## src/rtl/eth_video_framer.sv

```systemverilog
// eth_video_framer: buffers 32-bit Ethernet pixel words in a small FIFO and
// plays them out against a fixed raster, with registered RGB/DE/sync outputs.
//
// Ports:
//   clk, rst          - pixel clock, synchronous active-high reset
//   eth_data_in       - pixel word, R=[31:24] G=[23:16] B=[15:8]
//   eth_valid         - write strobe, no backpressure
//   run               - raster enable; low holds the counters at origin
//   clr_flags         - clears the sticky overflow/underflow flags
//   vid_r/g/b, vid_de - registered pixel colour and data enable
//   vid_hsync/vsync   - registered syncs, polarity set by SYNC_ACTIVE_LOW
//   fifo_level        - FIFO occupancy, 0..FIFO_DEPTH
//   overflow          - sticky: a word was dropped on a full FIFO
//   underflow         - sticky: an active pixel found the FIFO empty
module eth_video_framer #(
  parameter int H_ACTIVE        = 640,
  parameter int H_FP            = 16,
  parameter int H_SYNC          = 96,
  parameter int H_BP            = 48,
  parameter int V_ACTIVE        = 480,
  parameter int V_FP            = 10,
  parameter int V_SYNC          = 2,
  parameter int V_BP            = 33,
  parameter int FIFO_DEPTH      = 16,
  parameter bit SYNC_ACTIVE_LOW = 1'b1
) (
  input  logic                          clk,
  input  logic                          rst,
  input  logic [31:0]                   eth_data_in,
  input  logic                          eth_valid,
  input  logic                          run,
  input  logic                          clr_flags,
  output logic [7:0]                    vid_r,
  output logic [7:0]                    vid_g,
  output logic [7:0]                    vid_b,
  output logic                          vid_de,
  output logic                          vid_hsync,
  output logic                          vid_vsync,
  output logic [$clog2(FIFO_DEPTH):0]   fifo_level,
  output logic                          overflow,
  output logic                          underflow
);

  localparam int H_TOTAL = H_ACTIVE + H_FP + H_SYNC + H_BP;
  localparam int V_TOTAL = V_ACTIVE + V_FP + V_SYNC + V_BP;
  localparam int HW      = $clog2(H_TOTAL);
  localparam int VW      = $clog2(V_TOTAL);
  localparam int AW      = $clog2(FIFO_DEPTH);
  localparam int LW      = AW + 1;

  // Compare one bit wider than the counters so boundary constants
  // equal to the total never truncate.
  localparam logic [HW:0] H_ACT_C = (HW+1)'(H_ACTIVE);
  localparam logic [HW:0] H_HS_B  = (HW+1)'(H_ACTIVE + H_FP);
  localparam logic [HW:0] H_HS_E  = (HW+1)'(H_ACTIVE + H_FP + H_SYNC);
  localparam logic [HW-1:0] H_LAST = HW'(H_TOTAL - 1);
  localparam logic [VW:0] V_ACT_C = (VW+1)'(V_ACTIVE);
  localparam logic [VW:0] V_VS_B  = (VW+1)'(V_ACTIVE + V_FP);
  localparam logic [VW:0] V_VS_E  = (VW+1)'(V_ACTIVE + V_FP + V_SYNC);
  localparam logic [VW-1:0] V_LAST = VW'(V_TOTAL - 1);
  localparam logic [LW-1:0] LVL_FULL = LW'(FIFO_DEPTH);

  localparam logic SYNC_ON  = ~SYNC_ACTIVE_LOW;
  localparam logic SYNC_OFF = SYNC_ACTIVE_LOW;

  logic [HW-1:0] h_q, h_d;
  logic [VW-1:0] v_q, v_d;
  logic [AW-1:0] wr_q, wr_d;
  logic [AW-1:0] rd_q, rd_d;
  logic [LW-1:0] lvl_q, lvl_d;
  logic [23:0]   rgb_q, rgb_d;
  logic          de_q, de_d;
  logic          hs_q, hs_d;
  logic          vs_q, vs_d;
  logic          ovf_q, ovf_d;
  logic          udf_q, udf_d;
  logic [23:0]   mem_q [FIFO_DEPTH];

  logic active;
  logic in_hs;
  logic in_vs;
  logic empty;
  logic full;
  logic pop;
  logic push;
  logic unused_low_byte;

  assign unused_low_byte = ^eth_data_in[7:0];

  always_comb begin
    h_d = h_q;
    v_d = v_q;
    if (!run) begin
      h_d = '0;
      v_d = '0;
    end else if (h_q == H_LAST) begin
      h_d = '0;
      v_d = (v_q == V_LAST) ? '0 : v_q + 1'b1;
    end else begin
      h_d = h_q + 1'b1;
    end
  end

  always_comb begin
    active = run
           && ({1'b0, h_q} < H_ACT_C)
           && ({1'b0, v_q} < V_ACT_C);
    in_hs  = ({1'b0, h_q} >= H_HS_B)
           && ({1'b0, h_q} < H_HS_E);
    in_vs  = ({1'b0, v_q} >= V_VS_B)
           && ({1'b0, v_q} < V_VS_E);
    empty  = (lvl_q == '0);
    full   = (lvl_q == LVL_FULL);
    // A pop frees a slot this cycle, so a full FIFO
    // can still accept the incoming word.
    pop    = active && !empty;
    push   = eth_valid && (!full || pop);
  end

  always_comb begin
    wr_d  = push ? wr_q + 1'b1 : wr_q;
    rd_d  = pop  ? rd_q + 1'b1 : rd_q;
    lvl_d = lvl_q;
    case ({push, pop})
      2'b10:   lvl_d = lvl_q + 1'b1;
      2'b01:   lvl_d = lvl_q - 1'b1;
      default: lvl_d = lvl_q;
    endcase
  end

  always_comb begin
    rgb_d = pop ? mem_q[rd_q] : '0;
    de_d  = active;
    hs_d  = in_hs ? SYNC_ON : SYNC_OFF;
    vs_d  = in_vs ? SYNC_ON : SYNC_OFF;
  end

  // Set events take priority over a same-cycle clear.
  always_comb begin
    ovf_d = ovf_q;
    udf_d = udf_q;
    if (eth_valid && !push) begin
      ovf_d = 1'b1;
    end else if (clr_flags) begin
      ovf_d = 1'b0;
    end
    if (active && empty) begin
      udf_d = 1'b1;
    end else if (clr_flags) begin
      udf_d = 1'b0;
    end
  end

  always_ff @(posedge clk) begin
    if (push) begin
      mem_q[wr_q] <= eth_data_in[31:8];
    end
  end

  always_ff @(posedge clk) begin
    if (rst) begin
      h_q   <= '0;
      v_q   <= '0;
      wr_q  <= '0;
      rd_q  <= '0;
      lvl_q <= '0;
      rgb_q <= '0;
      de_q  <= 1'b0;
      hs_q  <= SYNC_OFF;
      vs_q  <= SYNC_OFF;
      ovf_q <= 1'b0;
      udf_q <= 1'b0;
    end else begin
      h_q   <= h_d;
      v_q   <= v_d;
      wr_q  <= wr_d;
      rd_q  <= rd_d;
      lvl_q <= lvl_d;
      rgb_q <= rgb_d;
      de_q  <= de_d;
      hs_q  <= hs_d;
      vs_q  <= vs_d;
      ovf_q <= ovf_d;
      udf_q <= udf_d;
    end
  end

  assign vid_r      = rgb_q[23:16];
  assign vid_g      = rgb_q[15:8];
  assign vid_b      = rgb_q[7:0];
  assign vid_de     = de_q;
  assign vid_hsync  = hs_q;
  assign vid_vsync  = vs_q;
  assign fifo_level = lvl_q;
  assign overflow   = ovf_q;
  assign underflow  = udf_q;

endmodule

```

## config.mk

```make
export PLATFORM = sky130hd
export DESIGN_NAME = eth_video_framer
export DESIGN_NICKNAME = d
export VERILOG_FILES = /design/src/rtl/eth_video_framer.sv
export SDC_FILE = /design/constraint.sdc
export NUM_CORES = 1
export LEC_CHECK = 0
export ABC_AREA = 1
export BUFFER_PORTS_ARGS = -buffer_cell sky130_fd_sc_hd__buf_4
export CAP_MARGIN = 25
export CORE_MARGIN = 2
export CORE_UTILIZATION = 30
export CTS_CLUSTER_DIAMETER = 30
export DETAILED_ROUTE_END_ITERATION = 10
export SKIP_LAST_GASP = 1
export SYNTH_ARGS = -nofsm -noshare
export SYNTH_HDL_FRONTEND = slang
export SYNTH_SLANG_ARGS = --single-unit
```

## constraint.sdc

```tcl
create_clock -name clk -period 2.84 [get_ports clk]
set_clock_uncertainty 0.2 [all_clocks]
set_input_delay 0 -clock clk [delete_from_list [all_inputs] [get_ports clk]]
set_output_delay 0 -clock clk [all_outputs]
set_load 0.02 [all_outputs]
```

* Yosys cells after proc, flatten, opt, wreduce, memory -nomap -nowiden
Memory sizes are Yosys's and may differ from the RTL's. A register that Yosys moved wholly into a read port is not among the register bits.
Index checks and enable logic that the tools add are counted.
** Word-level totals
- Bits in writable memories :: 384
- Memories kept :: 1
- Bits in registers :: 38
- Bits of input ports :: 37
- Logic and storage cells :: 58
** Memory list
- mem_q :: depth 16, bits a word 24, read ports 1, clocked after memory_dff 1, wr ports 1, RTL line 77 : logic [23:0] mem_q [FIFO_DEPTH];
** Operators by class
- Eq/ne operators :: 5
- $lt $le $gt $ge :: 6
- Add/sub/neg operators :: 6
- Bitwise logic cells :: 2
- Reductions and logical operators :: 19
- Multiplexer cells :: 9
** Operators by type and width (count)
- $add 10x1->10 const B :: 2
- $eq 10x10->1 const B :: 2
- $lt 10x10->1 const B :: 2
- $lt 10x9->1 const B :: 2
- $ge 10x10->1 const B :: 1
- $ge 10x9->1 const B :: 1
- $mux 10 :: 1
- $pmux 5 s2 :: 1
- $add 4x1->4 const B :: 2
- $logic_and 1x1->1 :: 8
- $mux 1 :: 7
- $reduce_bool 2->1 :: 3
- $add 5x1->5 const B :: 1
- $eq 5x5->1 const B :: 1
- $logic_not 5->1 :: 1
- $sub 5x1->5 const B :: 1
- $reduce_or 2->1 :: 2
- $logic_not 1->1 :: 3
- $reduce_or 3->1 :: 1
- $eq 2x1->1 const B :: 1
- $eq 2x2->1 const B :: 1
- $not 1->1 :: 2
- $logic_or 1x1->1 :: 1

* Logic depth before layout (Yosys ltp)
Gate-level depths: netlist of run 1.
- Depth in word-level cells :: 9
- Depth in mapped cells :: 14

* Least setup slack after synthesis of run 1
No wires, ideal clock.
- Path type :: register to register
- From :: reg v_q[9]
- To :: mem mem_q[11][0] (enable)
- Data required time :: 2.235 ns
- Clock period less this slack :: 2.723 ns
- Library setup time :: 0.405 ns
- Path buffers :: 0
- Arrival time :: 2.118 ns
- Slack :: 0.117 ns
- Stages on the path, launching flop included :: 8
- Cells stage by stage :: dfxtp_1 -> inv_2 -> nand2_1 -> nor2_4 -> nand2_1 -> a21oi_4 -> nand2_1 -> nor2_1
** Between the ends
- Longest elaborated chain between the ends :: 7
** RTL lines
- start: declaration :: RTL line 67 : logic [VW-1:0] v_q, v_d;
- start signal: assignment :: RTL line 175 : v_q <= v_d;
- $lt 10x9->1 :: RTL line 107 : && ({1'b0, v_q} < V_ACT_C);
- $logic_and 1x1->1 :: RTL line 107
- $logic_and 1x1->1 :: RTL line 116 : pop = active && !empty;
- $logic_or 1x1->1 :: RTL line 117 : push = eth_valid && (!full || pop);
- $logic_and 1x1->1 :: RTL line 117
- $mux 1 :: RTL line 155 : if (push) begin
- $mux 1 (implied by the code) :: RTL line 156 : mem_q[wr_q] <= eth_data_in[31:8];
- end: declaration :: RTL line 77
No other way between the ends.

* Worst setup path in the final report of run 1
- From :: reg v_q[7]
- To :: reg lvl_q[4] (netlist: fifo_level[4])
** Between the ends
- Longest elaborated chain between the ends :: 7
** RTL lines
- $lt 10x9->1 (*) :: RTL line 107
- $logic_and 1x1->1 (*) :: RTL line 107
- $logic_and 1x1->1 (*) :: RTL line 116
- $logic_or 1x1->1 :: RTL line 117
- $logic_and 1x1->1 :: RTL line 117
- $eq 2x1->1 / $eq 2x2->1 (equally long branches) :: RTL line 124 : case ({push, pop})
- $pmux 5 s2 / $reduce_bool 2->1 (equally long branches)
- end signal: assignment :: RTL line 178 : lvl_q <= lvl_d;
- end: declaration :: RTL line 70 : logic [LW-1:0] lvl_q, lvl_d;
Mark *: on every way between the ends. The rest lies on a longest branch, timed or not.
A chain may end at the register's enable or synchronous reset.

==> results of run 1 <==
[worst max-delay path by stage]
stage / endpoint / slack [ns] / depth (start not counted)
3_3_place_gp: fifo_level[4]$_SDFFE_PP0P_ / 0.38 / 14
4_1_cts: fifo_level[4]$_SDFFE_PP0P_ / 0.32 / 14
3_5_place_dp: fifo_level[4]$_SDFFE_PP0P_ / 0.34 / 14
5_1_grt: fifo_level[4]$_SDFFE_PP0P_ / 0.02 / 14
6_report: fifo_level[4]$_SDFFE_PP0P_ / 0.27 / 14
2_1_floorplan: mem_q[11][0]$_DFFE_PP_ / 0.12 / 7
[logic make-up (layout without fill, tap and decap cells)]
kind of cell    count (synthesis)  count (layout)  share of synthesized area, %
compound gates                410             410                          12.5
xor+xnor                        7               7                         0.345
fa+ha+maj                      13              13                         0.958
buf+inv                       171             388                          4.23
flops                         446             446                          71.9
other cells                     0               1                             0
simple gates                  440             440                          10.1
[worst max-delay path, cell delays in order (launching register included)]
cell and delay, ns:
dfxtp_1 0.39, nand2_1 0.12, nor2_2 0.17, nand2_2 0.11, nand4_1 0.25, inv_1 0.14
ha_1 0.31, inv_1 0.10, o21bai_1 0.07, a31oi_1 0.22, inv_1 0.07, nand2_1 0.09
nand3_1 0.08, nand2_1 0.07, nor2_1 0.05
[timing repair]
action	4_1_cts	5_1_grt
setup buffers	0	0
hold endpoints to repair	446	0
hold buffers	34	0
[final cells by class]
class | count | area, µm²
Sequential cell | 446 | 12800
Clock buffer | 95 | 2160
Tap cell | 773 | 967
Timing Repair Buffer | 143 | 1380
Fill cell | 5549 | 36100
Antenna cell | 1 | 2.50
Clock inverter | 61 | 683
Inverter | 89 | 337
Multi-Input combinational cell | 870 | 4370
[layout by cell type (no fill, tap or decap), types with 12 or more instances in the layout]
master,n
o21ai_1,67
dfxtp_1,59
nand2_1,136
o21ai_0,201
dlygate4sd3_1,34
edfxtp_1,384
nand3_1,44
clkbuf_16,84
o22ai_1,30
clkinv_2,18
nor2_1,212
buf_4,91
ha_1,12
clkinv_1,16
o211ai_1,24
buf_12,18
inv_1,85
a21oi_1,68
nor2_4,17
[flip-flops by register name (all words and copies together) (netlist names)]
signal / cells
fifo_level: 5
h_q: 10
mem_q: 384
overflow: 1
rd_q: 4
rgb_q: 24
underflow: 1
v_q: 10
vid_de: 1
vid_hsync: 1
vid_vsync: 1
wr_q: 4
[layer usage]
layer  global-route usage (%)  up-vias
met5                        0        -
li1                         -     5639
met1                     19.5     5811
met4                     4.68        0
met2                     23.1      416
met3                     3.37       87
[stage by stage]
step                hold slack [ns]  power (µW)  setup slack, ns  cell area (µm²)  cells
floorplan                    -0.101       10100            0.117            17800   1487
global placement             0.0702       11300            0.382            19500   2287
detailed placement           0.0754       11300            0.345            19500   2287
CTS                          0.0323       21300            0.325            22700   2477
global route                 0.0529       22000           0.0174            22700   2478
finish                       0.0587       21100            0.275            22700   2478
[power by group through the flow]
stage	registers (µW)	clock network [µW]	logic [µW]
after floorplan	7710	0	2420
after CTS	7580	10000	3700
final	7580	9840	3670
after global routing	7600	10300	4120
after global placement	7700	0	3570
after detailed placement	7700	0	3630
==> out/metrics.yaml, run 1 <==
power_and_ir_drop:
  sw_frac_of_total_pct: 28.2
  power_frac_seq_pct: 35.9
  p_switching_uw: 5950
  cellInternalPower_uw: 15100
  vdd_drop_max_v: 0.000503
  cellLeakagePower_uw: 0.00784
  powerDensity_nw_per_um2: 930
  combPwrFrac_pct: 17.4
  power.clock.fraction_pct: 46.7
synth:
  synth_seq_cells: 446
  yosysMostFrequentCell: "edfxtp_1"
  synth.largest_area_cell: "edfxtp_1"
  synth-main-ff-cell: "edfxtp_1"
  async_flop_share_pct: 0
  avgSynthCellArea_um2: 11.9
  postSynthCellCount: 1487
  yosysSeqAreaShare_pct: 71.9
  synth_nets: 1537
  synth-edff-count: 384
  syn_area_um2: 17800
  ys_types: 42
  synth_top_area_share_pct: 64.9
  synth_common_cells: "edfxtp_1, nor2_1, o21ai_0"
  synthTopCellsByArea: "edfxtp_1, dfxtp_1, o21ai_0"
  ys.warnings.count: 0
cts:
  htreeDepth: 3
  clk_pin_slew_ns: 0.05
  cts.sinks: 446
  numCtsBuffers: 83
  cts_tree: "built"
  clockBufferDepth: 3
  root_buffer: "clkbuf_16"
  cts_resized: 0
  worstSkewPairLatency_ns: 0.61
placement:
  io_buffers: 62
  gp_congestion: 0.768
  dp_hpwl_mm: 25.1
cells_and_area:
  nets: 1683
  area_delta_synth_final_pct: 27.7
  post-route-util_pct: 38.6
  drive_gt1_share_pct: 16.6
outcome:
  status: "complete, no violations"
setup_path:
  r2r.worst_path.cells: 14
  worst-r2r-setup-slack_ns: 0.27
  path_class: "reg -> reg"
  arrival_ns: 2.86
  end_kind: "flop"
  crit_path_start: "v_q[7]$_SDFFE_PP0P_"
  worstReg2RegEnd: "fifo_level[4]$_SDFFE_PP0P_"
  crit_fanout: 6
  critPathLaunchType: "flop"
  required_ns: 3.14
  reg2reg_from: "v_q[7]$_SDFFE_PP0P_"
sta:
  period_share_pct: 90.3
  worstMarginPinSlew_ns: 0.548
  slew_violations: 0
  max_slew_margin_pct: 63.1
  rsz0062_at_grt: "false"
  period_needed_ns: 2.57
  hold_violations: 0
  setup_viol: 0
  fin_setup_tns_ns: 0
  max_freq_ghz: 0.390
detailed_routing:
  drt-initial-drc-count: 897
  drtAntennaViolNets: 0
  drt-total-wl_mm: 44.2
  wl_met3_mm: 2.97
  wl_met1_mm: 20.0
  remaining_drc_errors: 0
  dr.pass1.iters: 5
  wl_met2_mm: 20.3
  wl_per_cell_um: 17.8
  via_per_inst: 4.82
  vias: 12000
  top_layer: "met4"
grt:
  overflow: 0
  grt_max_degree: 94
  grt_first_pass_wirelength_mm: 68.0
  grt_pass1_vias: 11900
  track_usage_pct: 14.5
  antenna_found_initial: 3
floorplanning:
  rows: 89
  dieArea_um2: 61200
  io_pins: 71
  die_y_um: 247
  start_util_pct: 30.2
  dieWidth_um: 247
  core-area_um2: 58800
job:
  cap_viol_max_count: 0
hold_path:
  hp-start: "eth_data_in[8]"
  holdPathStages: 2
  hp-class: "in -> reg"
  min_to: "mem_q[7][0]$_DFFE_PP_"
Power figures use the tool's default switching activity.
==> run 2, diff against run 1 <==
--- a/config.mk
+++ b/config.mk
@@ -10,6 +10,7 @@
 export CAP_MARGIN = 25
 export CORE_MARGIN = 2
 export CORE_UTILIZATION = 30
+export CTS_BUF_LIST = sky130_fd_sc_hd__clkbuf_4
 export CTS_CLUSTER_DIAMETER = 30
 export DETAILED_ROUTE_END_ITERATION = 10
 export SKIP_LAST_GASP = 1
==> run 2 against run 1 <==
Effect of this change: global-route usage is essentially flat; hold slack improved by 0.043 ns; routed wire length about the same; via count grew 2.0%; sequential cell count did not move; die area stayed put; count of clock-buffer cells in the layout rose by 74; final cell count grew 3.3%; critical path type unchanged; critical endpoint unchanged; largest power group is now sequential cells.
==> out/metrics.yaml, run 2 (synthesized netlist as in run 1, its figures left out) <==
cells_and_area:
  mostFrequentLayoutCells: "edfxtp_1, nor2_1, o21ai_0"
  regMostFlops: "mem_q"
  drive_gt1_share_pct: 18.8
  largest_reg_flops: 384
  top_regs: "mem_q (384), rgb_q (24)"
  nFillCells: 5728
  fin_cells: 2559
  mostFrequentLayoutCell: "edfxtp_1"
  area_delta_synth_final_pct: 21.5
  nets: 1737
grt:
  grt_max_degree: 94
  overflow: 0
  grt_first_pass_wirelength_mm: 68.0
  track_usage_pct: 14.5
  antenna_found_initial: 5
  grt_pass1_vias: 12000
setup_path:
  critPathLaunchType: "flop"
  end_kind: "flop"
  arrival_ns: 2.99
  worst_path_max_delay_cell: "dfxtp_1"
  crit_buf_inv: 3
  crit_fanout: 6
  path_class: "reg -> reg"
  required_ns: 3.34
  path_cells: "nand2_1 -> nor2_2 -> nand2_2 -> nand4_1 -> inv_1 -> ha_1 -> inv_1 -> o21bai_1 -> a31oi_1 -> inv_1 -> nand2_1 -> nand3_1 -> nand2_1 -> nor2_1"
  crit_family: "simple AND/OR/NAND/NOR gates"
  crit_path_max_incr_delay_ns: 0.38
floorplanning:
  io_pins: 71
  dieWidth_um: 247
  core-area_um2: 58800
  start_util_pct: 30.2
  die_y_um: 247
  dieArea_um2: 61200
  rows: 89
sta:
  period_needed_ns: 2.49
  rsz0062_at_grt: "false"
  max_freq_ghz: 0.402
  fin_setup_tns_ns: 0
  slew_violations: 0
  worstMarginPinSlew_ns: 0.676
  max_slew_margin_pct: 54.8
  hold_violations: 0
  period_share_pct: 87.5
  setup_viol: 0
detailed_routing:
  remaining_drc_errors: 0
  drt-initial-drc-count: 1018
  via_per_inst: 4.76
  wl_per_cell_um: 17.3
  top_layer: "met4"
  wl_met3_mm: 2.91
  vias: 12200
  wl_met1_mm: 20.0
  drt-total-wl_mm: 44.2
  wl_met2_mm: 20.5
  dr.pass1.iters: 7
  drtAntennaViolNets: 0
cts:
  clockBufferDepth: 3
  cts_tree: "built"
  numCtsBuffers: 112
  root_buffer: "clkbuf_4"
  clk_pin_slew_ns: 0.07
  htreeDepth: 3
  cts.sinks: 446
  worstSkewPairLatency_ns: 0.84
placement:
  gp_congestion: 0.768
  dp_hpwl_mm: 25.1
  io_buffers: 62
  dp_cells: 2287
job:
  cap_viol_max_count: 0
hold_path:
  hp-class: "in -> reg"
power_and_ir_drop:
  vdd_drop_max_v: 0.000432
  powerDensity_nw_per_um2: 775
  cellLeakagePower_uw: 0.00744
outcome:
  status: "complete, no violations"
[run 2: path summary, 6_finish.rpt]
kind / endpoint / slack, ns / cells after the start / from
setup / recovery: fifo_level[4]$_SDFFE_PP0P_ / 0.35 / 14 / v_q[6]$_SDFFE_PP0P_
hold / removal: rd_q[3]$_SDFFE_PP0N_ / 0.10 / 5 / rst
setup reg to reg: fifo_level[4]$_SDFFE_PP0P_ / 0.35 / 14 / v_q[6]$_SDFFE_PP0P_
hold reg to reg: h_q[0]$_SDFF_PP0_ / 0.27 / 1 / h_q[0]$_SDFF_PP0_
[run 2: power breakdown]
part / leakage (µW) / switching [µW] / internal, µW / total (µW)
clock: 0.000887 / 2580 / 2910 / 5490
combinational: 0.00258 / 2410 / 1290 / 3700
sequential: 0.00398 / 205 / 7350 / 7550
total: 0.00744 / 5190 / 11600 / 16700
[run 2: worst min-delay path, stage by stage]
cell           delay [ns]
dlygate4sd3_1        0.53
buf_4                0.14
inv_1                0.23
nand2_1              0.14
nor2_1               0.04
[run 2: timing repair]
| item | in CTS | in global routing |
|---|---|---|
| endpoints found under the setup margin | 0 | 1 |
| hold buffers | 60 | 0 |
| gates resized for setup | 0 | 1 |
| hold endpoints to repair | 799 | 0 |
| buffers inserted | 0 | 0 |
[run 2: metal layers]
metal	vias to the layer above	GRT usage, %
met2	413	23.1
met4	0	4.93
met5	-	0
li1	5804	-
met1	5895	19.4
met3	75	3.46
[run 2: cell type report]
cell class / count / area [µm²] / area share (%)
well taps: 773 / 967 / 4.48
clock inverters: 38 / 223 / 1.03
clock buffers: 169 / 1270 / 5.88
diodes: 6 / 15.0 / 0.0695
repair buffers: 168 / 1630 / 7.57
inverters: 89 / 337 / 1.56
flip-flops and latches: 446 / 12800 / 59.2
multi-input cells: 870 / 4370 / 20.2
[run 2: per-stage QoR]
stage	util (%)	worst slack (ns)	power, µW	instance area [µm²]	hold WS [ns]
after global routing	36.7	0.105	17700	21600	0.0360
after floorplan	-	0.117	10100	17800	-0.101
after global placement	33.2	0.382	11300	19500	0.0702
after CTS	36.7	0.127	16900	21600	0.00761
after detailed placement	33.2	0.345	11300	19500	0.0754
final	36.7	0.354	16700	21600	0.102
==> run 3, diff against run 2 <==
--- a/config.mk
+++ b/config.mk
@@ -12,6 +12,7 @@
 export CORE_UTILIZATION = 30
 export CTS_BUF_LIST = sky130_fd_sc_hd__clkbuf_4
 export CTS_CLUSTER_DIAMETER = 30
+export CTS_CLUSTER_SIZE = 10
 export DETAILED_ROUTE_END_ITERATION = 10
 export SKIP_LAST_GASP = 1
 export SYNTH_ARGS = -nofsm -noshare
==> constraint.sdc (replaced) <==
create_clock -name clk -period 2.1 [get_ports clk]
set_clock_uncertainty 0.2 [all_clocks]
set_input_delay 0 -clock clk [delete_from_list [all_inputs] [get_ports clk]]
set_output_delay 0 -clock clk [all_outputs]
set_load 0.02 [all_outputs]
==> run 3 against run 2 <==
Effect of this change: the run now ends with setup timing left; final cell count shrank 0.23%; critical path depth grew 1; highest routed layer unchanged; critical endpoint unchanged; global-route usage grew 0.38 points; critical path type is now in -> reg; largest power group unchanged; total power grew 47%; clock power grew 61%; die area is the same; hold slack gained 0.14 ns.
==> out/metrics.yaml, run 3 (synthesized netlist as in run 1, its figures left out) <==
outcome:
  status: "finished with violations"
  failed_checks: "setup timing"
detailed_routing:
  wl_per_cell_um: 17.8
  remaining_drc_errors: 0
  vias: 12300
  dr.pass1.iters: 5
  drt-total-wl_mm: 45.6
  via_per_inst: 4.81
  drt-initial-drc-count: 819
  drtAntennaViolNets: 0
cells_and_area:
  mostFrequentLayoutCells: "edfxtp_1, nor2_1, o21ai_0"
  drive_gt1_share_pct: 20.7
  top_regs: "mem_q (384), rgb_q (24)"
  largest_reg_flops: 384
  post-route-util_pct: 38.3
  regMostFlops: "mem_q"
  area_delta_synth_final_pct: 26.6
  mostFrequentLayoutCell: "edfxtp_1"
  nets: 1757
setup_path:
  path_cells: "dlygate4sd3_1 -> dlygate4sd3_1 -> buf_4 -> inv_1 -> nand4_1 -> inv_2 -> ha_4 -> inv_2 -> o21bai_1 -> a31oi_1 -> inv_1 -> nand2_1 -> nand3_1 -> nand2_1 -> nor2_1"
  critPathLaunchType: "primary input"
  crit_buf_inv: 7
  crit_path_max_incr_delay_ns: 0.55
  end_kind: "flop"
  crit_fanout: 4
  path_class: "in -> reg"
  worst_path_max_delay_cell: "dlygate4sd3_1"
  arrival_ns: 2.59
  crit_family: "buffers and inverters"
  required_ns: 2.57
sta:
  rsz0062_at_grt: "true"
  worstMarginPinSlew_ns: 0.763
  setup_viol: 2
  max_freq_ghz: 0.471
  period_share_pct: 101
  holdWs_ns: 0.247
  hold_violations: 0
  setup_ws_ns: -0.0209
  fin_setup_tns_ns: -0.0374
  max_slew_margin_pct: 49.0
  slew_violations: 0
  period_needed_ns: 2.12
cts:
  worstSkewPairLatency_ns: 0.79
  numCtsBuffers: 83
  cts.sinks: 446
  clockBufferDepth: 3
  cts_tree: "built"
  root_buffer: "clkbuf_4"
  clk_pin_slew_ns: 0.09
  htreeDepth: 3
floorplanning:
  die_y_um: 247
  rows: 89
  start_util_pct: 30.2
  dieArea_um2: 61200
  io_pins: 71
  dieWidth_um: 247
  core-area_um2: 58800
grt:
  met1_usage_pct: 20.6
  track_usage_pct: 14.9
  overflow: 0
  use_met2_pct: 23.2
  grt_max_degree: 111
  grt.busiest_layer: "met2"
  grt_pass1_vias: 12200
  grt_first_pass_wirelength_mm: 70.2
  antenna_found_initial: 1
  met3_usage_pct: 3.05
power_and_ir_drop:
  powerDensity_nw_per_um2: 1100
  vdd_drop_max_v: 0.000631
  cellLeakagePower_uw: 0.00777
hold_path:
  hp-class: "in -> reg"
placement:
  gp_congestion: 0.883
  io_buffers: 62
  dp_hpwl_mm: 26.4
job:
  cap_viol_max_count: 0
[run 3: cell count changes in the layout (fill, tap and decap cells not counted), sizes merged]
cell         before  now
clkbuf          169   92
clkinv           33   28
bufinv            2   24
buf             109  152
clkinvlp          2    8
diode             6    2
dlygate4sd3      59   64
inv              90   94
[run 3: path summary, 6_finish.rpt]
kind	startpoint	to	slack (ns)	cells past startpoint
setup / recovery	eth_valid	fifo_level[4]$_SDFFE_PP0P_	-0.02	15
hold / removal	run	overflow$_SDFFE_PP0P_	0.25	8
setup reg to reg	rd_q[0]$_SDFFE_PP0N_	rgb_q[22]$_SDFF_PP0_	-0.02	6
hold reg to reg	h_q[0]$_SDFF_PP0_	h_q[0]$_SDFF_PP0_	0.27	1
[run 3: stage by stage]
step | setup slack (ns) | power (µW) | area, µm² | std cells
after floorplan | -0.0726 | 13800 | 18000 | 1487
after global placement | 0.0113 | 15700 | 20000 | 2325
after detailed placement | -0.00933 | 15800 | 20000 | 2325
after CTS | 0.000688 | 24800 | 22400 | 2549
after global routing | -0.114 | 25900 | 22500 | 2553
final | -0.0209 | 24600 | 22500 | 2553
[run 3: worst min-delay path: stages]
cell and delay, ns:
dlygate4sd3_1 0.53, buf_4 0.12, nand2_2 0.06, nor2_4 0.11, buf_6 0.11, nand2_4 0.07, nand3_1 0.11, a21oi_1 0.07
[run 3: repair_timing]
item | in CTS | in global routing
endpoints found under the hold margin | 829 | 0
endpoints found under the setup margin | 19 | 124
setup buffers | 2 | 2
resized for setup | 8 | 7
hold buffers | 65 | 0
gates cloned | 1 | 1
pin swaps | 4 | 4
[run 3: layout make-up]
class / count / area [µm²]
Fill cell: 5648 / 36300
Inverter: 89 / 340
Sequential cell: 446 / 12800
Multi-Input combinational cell: 870 / 4460
Timing Repair Buffer: 217 / 2280
Clock buffer: 91 / 683
Clock inverter: 65 / 966
Antenna cell: 2 / 5.00
Tap cell: 773 / 967
[run 3: power by group]
group | total (µW) | internal (µW) | switching [µW] | leakage, µW
clock network | 8850 | 5220 | 3630 | 0.000873
logic | 5640 | 2090 | 3550 | 0.00292
registers | 10200 | 9940 | 217 | 0.00398
[run 3: routing by layer]
metal / wire length, µm / vias to the layer above
met5: 0 / -
met4: 996 / 0
met3: 2960 / 73
met2: 20700 / 419
met1: 20900 / 5969
li1: - / 5812
